$ cat src/rtl/nt_sched_pkg.sv
// Shared definitions for the neurotransmitter level scheduler.
// Holds the transmitter count and index map, the scheduler FSM state type,
// and the layout of the quantized level bus (2 bits per transmitter).
package nt_sched_pkg;

    localparam int NUM_NT     = 5;
    localparam int SLOT_W     = 3;

    // Transmitter index map, shared by every per-transmitter vector.
    localparam int NT_CORT    = 0;
    localparam int NT_DOP     = 1;
    localparam int NT_GABA    = 2;
    localparam int NT_NE      = 3;
    localparam int NT_SER     = 4;

    // Quantized level bus layout.
    localparam int NT_FIELD_W = 2;
    localparam int NT_BUS_W   = NUM_NT * NT_FIELD_W;
    localparam int NT_CORT_LSB = NT_CORT * NT_FIELD_W;
    localparam int NT_DOP_LSB  = NT_DOP  * NT_FIELD_W;
    localparam int NT_GABA_LSB = NT_GABA * NT_FIELD_W;
    localparam int NT_NE_LSB   = NT_NE   * NT_FIELD_W;
    localparam int NT_SER_LSB  = NT_SER  * NT_FIELD_W;

    typedef enum logic [1:0] {
        IDLE = 2'd0,
        SCAN = 2'd1,
        DONE = 2'd2
    } sched_state_e;

    // LSB position of a transmitter's field in the quantized bus.
    function automatic int nt_field_lsb(input int idx);
        return idx * NT_FIELD_W;
    endfunction

endpackage

$ cat src/rtl/nt_sat_stepper.sv
// Shared saturating update datapath.
// Ports:
//   level_i  current level
//   inc_i    increment request
//   dec_i    decrement request (inc and dec together hold the level)
//   step_i   step magnitude
//   level_o  next level, clamped to 0 .. 2^LEVEL_W-1
module nt_sat_stepper #(
    parameter int LEVEL_W = 8
) (
    input  logic [LEVEL_W-1:0] level_i,
    input  logic               inc_i,
    input  logic               dec_i,
    input  logic [LEVEL_W-1:0] step_i,
    output logic [LEVEL_W-1:0] level_o
);

    logic [LEVEL_W:0] sum_s;
    logic [LEVEL_W:0] diff_s;

    // One extra bit catches carry (overflow) and borrow (underflow) for clamping.
    always_comb begin
        sum_s   = {1'b0, level_i} + {1'b0, step_i};
        diff_s  = {1'b0, level_i} - {1'b0, step_i};
        level_o = level_i;
        if (inc_i && !dec_i) begin
            level_o = sum_s[LEVEL_W] ? {LEVEL_W{1'b1}} : sum_s[LEVEL_W-1:0];
        end else if (dec_i && !inc_i) begin
            level_o = diff_s[LEVEL_W] ? {LEVEL_W{1'b0}} : diff_s[LEVEL_W-1:0];
        end else begin
            level_o = level_i;
        end
    end

endmodule

$ cat src/rtl/nt_level_scheduler.sv
// Owns the five neurotransmitter level registers and sequences one shared
// saturating stepper through them, one transmitter per cycle, once per tick.
// Ports:
//   clk, rst                 clock, async active-high reset
//   en                       allows new rounds to start
//   req_inc/req_dec/req_fast per-transmitter requests (latched at round start)
//   dbg_sel, dbg_level       combinational readback of a live raw level
//   neurotransmitter_level   quantized snapshot, updated only at round end
//   round_done               one-cycle pulse alongside a new snapshot
//   overrun                  sticky: a tick arrived during a round
module nt_level_scheduler
    import nt_sched_pkg::*;
#(
    parameter int LEVEL_W     = 8,
    parameter int TICK_DIV    = 16,
    parameter int SLOW_DIV    = 4,
    parameter int STEP_SLOW   = 1,
    parameter int STEP_FAST   = 4,
    parameter int RESET_LEVEL = 128
) (
    input  logic                clk,
    input  logic                rst,
    input  logic                en,
    input  logic [NUM_NT-1:0]   req_inc,
    input  logic [NUM_NT-1:0]   req_dec,
    input  logic [NUM_NT-1:0]   req_fast,
    input  logic [SLOT_W-1:0]   dbg_sel,
    output logic [NT_BUS_W-1:0] neurotransmitter_level,
    output logic [LEVEL_W-1:0]  dbg_level,
    output logic                round_done,
    output logic                overrun
);

    localparam int PS_W = (TICK_DIV > 1) ? $clog2(TICK_DIV) : 1;
    localparam int RC_W = (SLOW_DIV > 1) ? $clog2(SLOW_DIV) : 1;
    localparam logic [LEVEL_W-1:0]    RST_LVL   = LEVEL_W'(RESET_LEVEL);
    localparam logic [NT_FIELD_W-1:0] RST_FIELD = RST_LVL[LEVEL_W-1 -: NT_FIELD_W];
    localparam logic [LEVEL_W-1:0]    SLOW_V    = LEVEL_W'(STEP_SLOW);
    localparam logic [LEVEL_W-1:0]    FAST_V    = LEVEL_W'(STEP_FAST);

    sched_state_e          state_q, state_d;
    logic [SLOT_W-1:0]     slot_q, slot_d;
    logic [PS_W-1:0]       ps_q, ps_d;
    logic [RC_W-1:0]       round_cnt_q, round_cnt_d;
    logic [LEVEL_W-1:0]    level_q [NUM_NT];
    logic [LEVEL_W-1:0]    level_d [NUM_NT];
    logic [NUM_NT-1:0]     inc_q, dec_q, fast_q;
    logic [NT_BUS_W-1:0]   nt_level_q, nt_level_d, snap_s;
    logic                  round_done_q, overrun_q;

    logic                  tick_s, latch_s, upd_s, commit_s, drop_s;
    logic [LEVEL_W-1:0]    cur_level_s, step_s, next_level_s;
    logic                  cur_inc_s, cur_dec_s, cur_fast_s;

    assign tick_s = (ps_q == PS_W'(TICK_DIV - 1));

    // Free-running prescaler, independent of en.
    always_comb begin
        ps_d = tick_s ? {PS_W{1'b0}} : ps_q + PS_W'(1);
    end

    // Scheduler FSM next-state and control strobes.
    always_comb begin
        state_d  = state_q;
        slot_d   = slot_q;
        latch_s  = 1'b0;
        upd_s    = 1'b0;
        commit_s = 1'b0;
        drop_s   = 1'b0;
        case (state_q)
            IDLE: begin
                if (tick_s && en) begin
                    state_d = SCAN;
                    slot_d  = 3'd0;
                    latch_s = 1'b1;
                end else begin
                    state_d = IDLE;
                end
            end
            SCAN: begin
                upd_s  = 1'b1;
                drop_s = tick_s;
                if (slot_q == SLOT_W'(NUM_NT - 1)) begin
                    state_d = DONE;
                    slot_d  = 3'd0;
                end else begin
                    slot_d = slot_q + 3'd1;
                end
            end
            DONE: begin
                commit_s = 1'b1;
                drop_s   = tick_s;
                state_d  = IDLE;
            end
            default: begin
                state_d = IDLE;
                slot_d  = 3'd0;
            end
        endcase
    end

    // Slot mux into the shared stepper, step selection, and level write-back.
    always_comb begin
        cur_level_s = {LEVEL_W{1'b0}};
        cur_inc_s   = 1'b0;
        cur_dec_s   = 1'b0;
        cur_fast_s  = 1'b0;
        for (int i = 0; i < NUM_NT; i++) begin
            cur_level_s = (slot_q == SLOT_W'(i)) ? level_q[i] : cur_level_s;
            cur_inc_s   = (slot_q == SLOT_W'(i)) ? inc_q[i]   : cur_inc_s;
            cur_dec_s   = (slot_q == SLOT_W'(i)) ? dec_q[i]   : cur_dec_s;
            cur_fast_s  = (slot_q == SLOT_W'(i)) ? fast_q[i]  : cur_fast_s;
        end
        // Slow steps only take effect in the first round of each SLOW_DIV group.
        step_s = cur_fast_s ? FAST_V :
                 ((round_cnt_q == {RC_W{1'b0}}) ? SLOW_V : {LEVEL_W{1'b0}});
        for (int i = 0; i < NUM_NT; i++) begin
            level_d[i] = (upd_s && (slot_q == SLOT_W'(i))) ? next_level_s : level_q[i];
        end
    end

    nt_sat_stepper #(
        .LEVEL_W (LEVEL_W)
    ) u_stepper (
        .level_i (cur_level_s),
        .inc_i   (cur_inc_s),
        .dec_i   (cur_dec_s),
        .step_i  (step_s),
        .level_o (next_level_s)
    );

    // Snapshot packing, round counter and debug readback.
    always_comb begin
        snap_s    = {NT_BUS_W{1'b0}};
        dbg_level = {LEVEL_W{1'b0}};
        for (int i = 0; i < NUM_NT; i++) begin
            snap_s[nt_field_lsb(i) +: NT_FIELD_W] = level_q[i][LEVEL_W-1 -: NT_FIELD_W];
            dbg_level = (dbg_sel == SLOT_W'(i)) ? level_q[i] : dbg_level;
        end
        nt_level_d = commit_s ? snap_s : nt_level_q;
        if (commit_s) begin
            round_cnt_d = (round_cnt_q == RC_W'(SLOW_DIV - 1)) ? {RC_W{1'b0}}
                                                                : round_cnt_q + RC_W'(1);
        end else begin
            round_cnt_d = round_cnt_q;
        end
    end

    // Control state: FSM, prescaler, round counter and status flags.
    always_ff @(posedge clk or posedge rst) begin
        if (rst) begin
            state_q      <= IDLE;
            slot_q       <= 3'd0;
            ps_q         <= {PS_W{1'b0}};
            round_cnt_q  <= {RC_W{1'b0}};
            round_done_q <= 1'b0;
            overrun_q    <= 1'b0;
            nt_level_q   <= {NUM_NT{RST_FIELD}};
        end else begin
            state_q      <= state_d;
            slot_q       <= slot_d;
            ps_q         <= ps_d;
            round_cnt_q  <= round_cnt_d;
            round_done_q <= commit_s;
            overrun_q    <= overrun_q | drop_s;
            nt_level_q   <= nt_level_d;
        end
    end

    // Level registers and the request latch taken at round start.
    always_ff @(posedge clk or posedge rst) begin
        if (rst) begin
            for (int i = 0; i < NUM_NT; i++) begin
                level_q[i] <= RST_LVL;
            end
            inc_q  <= {NUM_NT{1'b0}};
            dec_q  <= {NUM_NT{1'b0}};
            fast_q <= {NUM_NT{1'b0}};
        end else begin
            for (int i = 0; i < NUM_NT; i++) begin
                level_q[i] <= level_d[i];
            end
            inc_q  <= latch_s ? req_inc  : inc_q;
            dec_q  <= latch_s ? req_dec  : dec_q;
            fast_q <= latch_s ? req_fast : fast_q;
        end
    end

    assign neurotransmitter_level = nt_level_q;
    assign round_done             = round_done_q;
    assign overrun                = overrun_q;

endmodule

$ cat config.mk
export PLATFORM = sky130hd
export DESIGN_NAME = nt_level_scheduler
export DESIGN_NICKNAME = d
export VERILOG_FILES = /design/src/rtl/nt_sched_pkg.sv /design/src/rtl/nt_sat_stepper.sv /design/src/rtl/nt_level_scheduler.sv
export SDC_FILE = /design/constraint.sdc
export NUM_CORES = 1
export LEC_CHECK = 0
export CORE_MARGIN = 3
export CORE_UTILIZATION = 60
export DETAILED_ROUTE_END_ITERATION = 10
export PLACE_DENSITY = 0.83
export SYNTH_ARGS = -nofsm -noshare
export SYNTH_HDL_FRONTEND = slang
export SYNTH_HIERARCHICAL = 1
export SYNTH_SLANG_ARGS = --single-unit
$ cat constraint.sdc
create_clock -name clk -period 6.6 [get_ports clk]
set_input_delay 0.99 -clock clk [delete_from_list [all_inputs] [get_ports clk]]
set_output_delay 0.99 -clock clk [all_outputs]
set_load 0.01 [all_outputs]
==> results.txt <==
post-synthesis cell type count: 59
FMAX: 213 MHz
post-cts gate resize count: 0
Netlist Area Pre-Place: 4950 sq um
DIE HEIGHT: 96.8 um
Root Driver: clkbuf_8
critical path type: register to register
Area after DPL: 5430 sq um
Max clock buf depth: 2
H-tree levels: 3
Fin. Hold Viols: 0
RSZ-0062 raised after global routing: false
Req. time, crit path: 6.90 ns
final-report max-slew violation count: 0
ant diodes: 0
Worst setup SP type: register
Die W: 96.8 um
Post CTS Setup Buffer Count: 0
Peak VDD IR: 0.189 mV
Post-synth EDFFs: 0
DP HPWL: 7.98 mm
Post-Syn Instances: 474
IO Pins: 41
endpoints failing setup: 0
register area share after synthesis: 39.7%
Clock Sink Count: 78
routed via count: 3847
Yosys warning total: 6
Critical Path Sink Type: register
initial drt markers: 295
layout cell share with drive strength beyond 1: 21.5%
first-pass GRT wire length: 18.8 mm
Avg WL per Cell: 18.2 um
crit path DAT: 5.00 ns
PortBufs: 40
post-route clock skew: 0.0127 ns
Rows: 32
GR met1 Demand/Resource: 31.4%
slew at the pin closest to its max-slew limit: 1.12 ns
PD cells: 234 nW/um^2
pin count of the biggest net entering global routing: 79
met3 usage: 3.39%
post-synth top area cell: dfrtp_1
Max Cap Violations: 0
Area Overhead vs Synth: 14.1%
Starting Density: 63.0%
Seq. cell area: 1960 sq um
Core Area: 7850 sq um
TritonRoute pass-1 iters: 5
initial antenna violation count: 0
ys flop type: dfrtp_1
Skew-Pair Late Insertion Delay: 0.36 ns
TNS Setup: 0 ns
Lkg Pwr: 2.54 nW
dominant cells by area after synthesis: dfrtp_1 (34%), mux2_2 (13%), ha_1 (7.1%)
gr usage total: 24.8%
via count of the first global-routing pass: 3830
Die Area: 9370 sq um
crit path max fanout: 21
Synth top area share: 34.4%
CTS tree: built
met2 usage: 42.6%
Hold Path Class: register to register
Most Crowded Layer GR: met2
Final GP Congestion: 0.889
grt ovf: 0
post-route cell area: 5640 sq um
average cell area after synthesis: 10.4 sq um
drc violations: 0
Multi-input gate area: 2780 sq um
Final ANT Viol Nets: 0
Filler cells: 575
Tmin final: 4.70 ns
DR vias/cell: 6.17
Reg clk slew, reported paths: 0.08 ns
hold_buf cts: 0
Async SR Flop Fraction: 100%
nets: 568
status: completed
clock buffer count from CTS: 9
fin crit share: 71.2%
Total Routed Length: 11.4 mm
Max transition margin: 24.7%
post-synthesis register bit count: 78
## report_power, final
group          switching, mW  leakage (nW)  internal [mW]
clock network          0.177         0.107          0.213
logic                  0.234          1.45          0.167
registers             0.0224         0.984          0.509
## flip-flops by register name, indices dropped and copies added (netlist names), 2 cells and up
register	cells
state_q	2
ps_q	4
neurotransmitter_level	10
slot_q	3
round_cnt_q	2
inc_q	5
level_q	40
dec_q	5
fast_q	5
## per-layer routing
layer | share of wire, % | vias up
met5 | 0 | -
met4 | 2.4 | 0
met3 | 5.4 | 30
met2 | 49 | 155
met1 | 43 | 1881
li1 | - | 1781
## placed cells by master (no fill, tap or decap), types with 11 or more instances in the layout
cell | Yosys | routed
nand3b_1 | 12 | 12
clkdlybuf4s50_1 | 0 | 40
a21oi_1 | 26 | 26
inv_1 | 34 | 33
o21ai_0 | 26 | 26
ha_1 | 28 | 28
mux2_2 | 56 | 56
conb_1 | 1 | 13
nor2b_1 | 11 | 11
mux2i_1 | 15 | 15
nand2_1 | 29 | 29
dfrtp_1 | 68 | 68
nor2_1 | 21 | 21
## layout make-up
cell class	count	share of cell area [%]
multi-input combinational	350	49.3
sequential	78	34.8
timing repair buffer	43	7.49
inverter	35	2.33
clock buffer	10	2.26
tap	102	2.26
clock inverter	6	1.53
## cells in the mapped netlist (7+ instances only)
cell type,count
clkbuf_1,11
nand3_1,9
mux2i_1,15
buf_2,9
inv_1,34
nor2b_1,11
a221o_1,8
a21oi_1,26
mux2_4,9
dfstp_2,10
nand3b_1,12
and3_1,7
nand2_1,29
nor2_1,21
ha_1,28
o21ai_0,26
dfrtp_1,68
mux2_2,56
## stage by stage
stage	cells	power [mW]	util (%)	hold WS (ns)	setup WS, ns
final	624	1.32	71.9	0.468	1.90
after CTS	624	1.31	71.9	0.475	1.99
after floorplan	486	0.830	-	0.451	3.01
after global routing	624	1.39	71.9	0.502	1.58
after global placement	608	0.915	69.2	0.443	2.21
after detailed placement	608	0.930	69.2	0.451	2.05
## logic make-up after synthesis
kind of cell | after synthesis | share of synthesized area [%]
muxes | 80 | 18.5
other | 1 | 0.0758
buffers and inverters | 58 | 4.93
adders and majority gates | 30 | 7.89
and+or+nand+nor | 122 | 13.6
xor gates and xnor gates | 1 | 0.177
AOI/OAI and AO/OA | 104 | 15.1
DFF | 78 | 39.7
## worst paths after layout
kind | startpoint | endpoint | slack, ns | cells past startpoint
setup / recovery | slot_q[1]$_DFFE_PP0P_ | level_q[7]$_DFFE_PP1P_ | 1.90 | 12
hold reg to reg | overrun$_DFF_PP0_ | overrun$_DFF_PP0_ | 0.47 | 1
hold / removal | overrun$_DFF_PP0_ | overrun$_DFF_PP0_ | 0.47 | 1
max in group asynchronous | rst | level_q[36]$_DFFE_PP0P_ | 4.73 | 3
setup reg to reg | slot_q[1]$_DFFE_PP0P_ | level_q[7]$_DFFE_PP1P_ | 1.90 | 12
min in group asynchronous | rst | level_q[17]$_DFFE_PP0P_ | 1.23 | 3
## worst max-delay path: stages (launching register included)
cell and delay [ns]:
dfrtp_1 0.39, inv_1 0.09, ha_1 0.47, nor2b_1 0.47
a221oi_1 0.14, o311ai_0 0.99, ha_1 0.45, a21oi_1 0.24
o41ai_4 0.15, nand2_4 0.17, o22ai_1 0.08, a211oi_1 0.68
mux2_2 0.30
No activity file was read; power rests on OpenSTA's default activity.
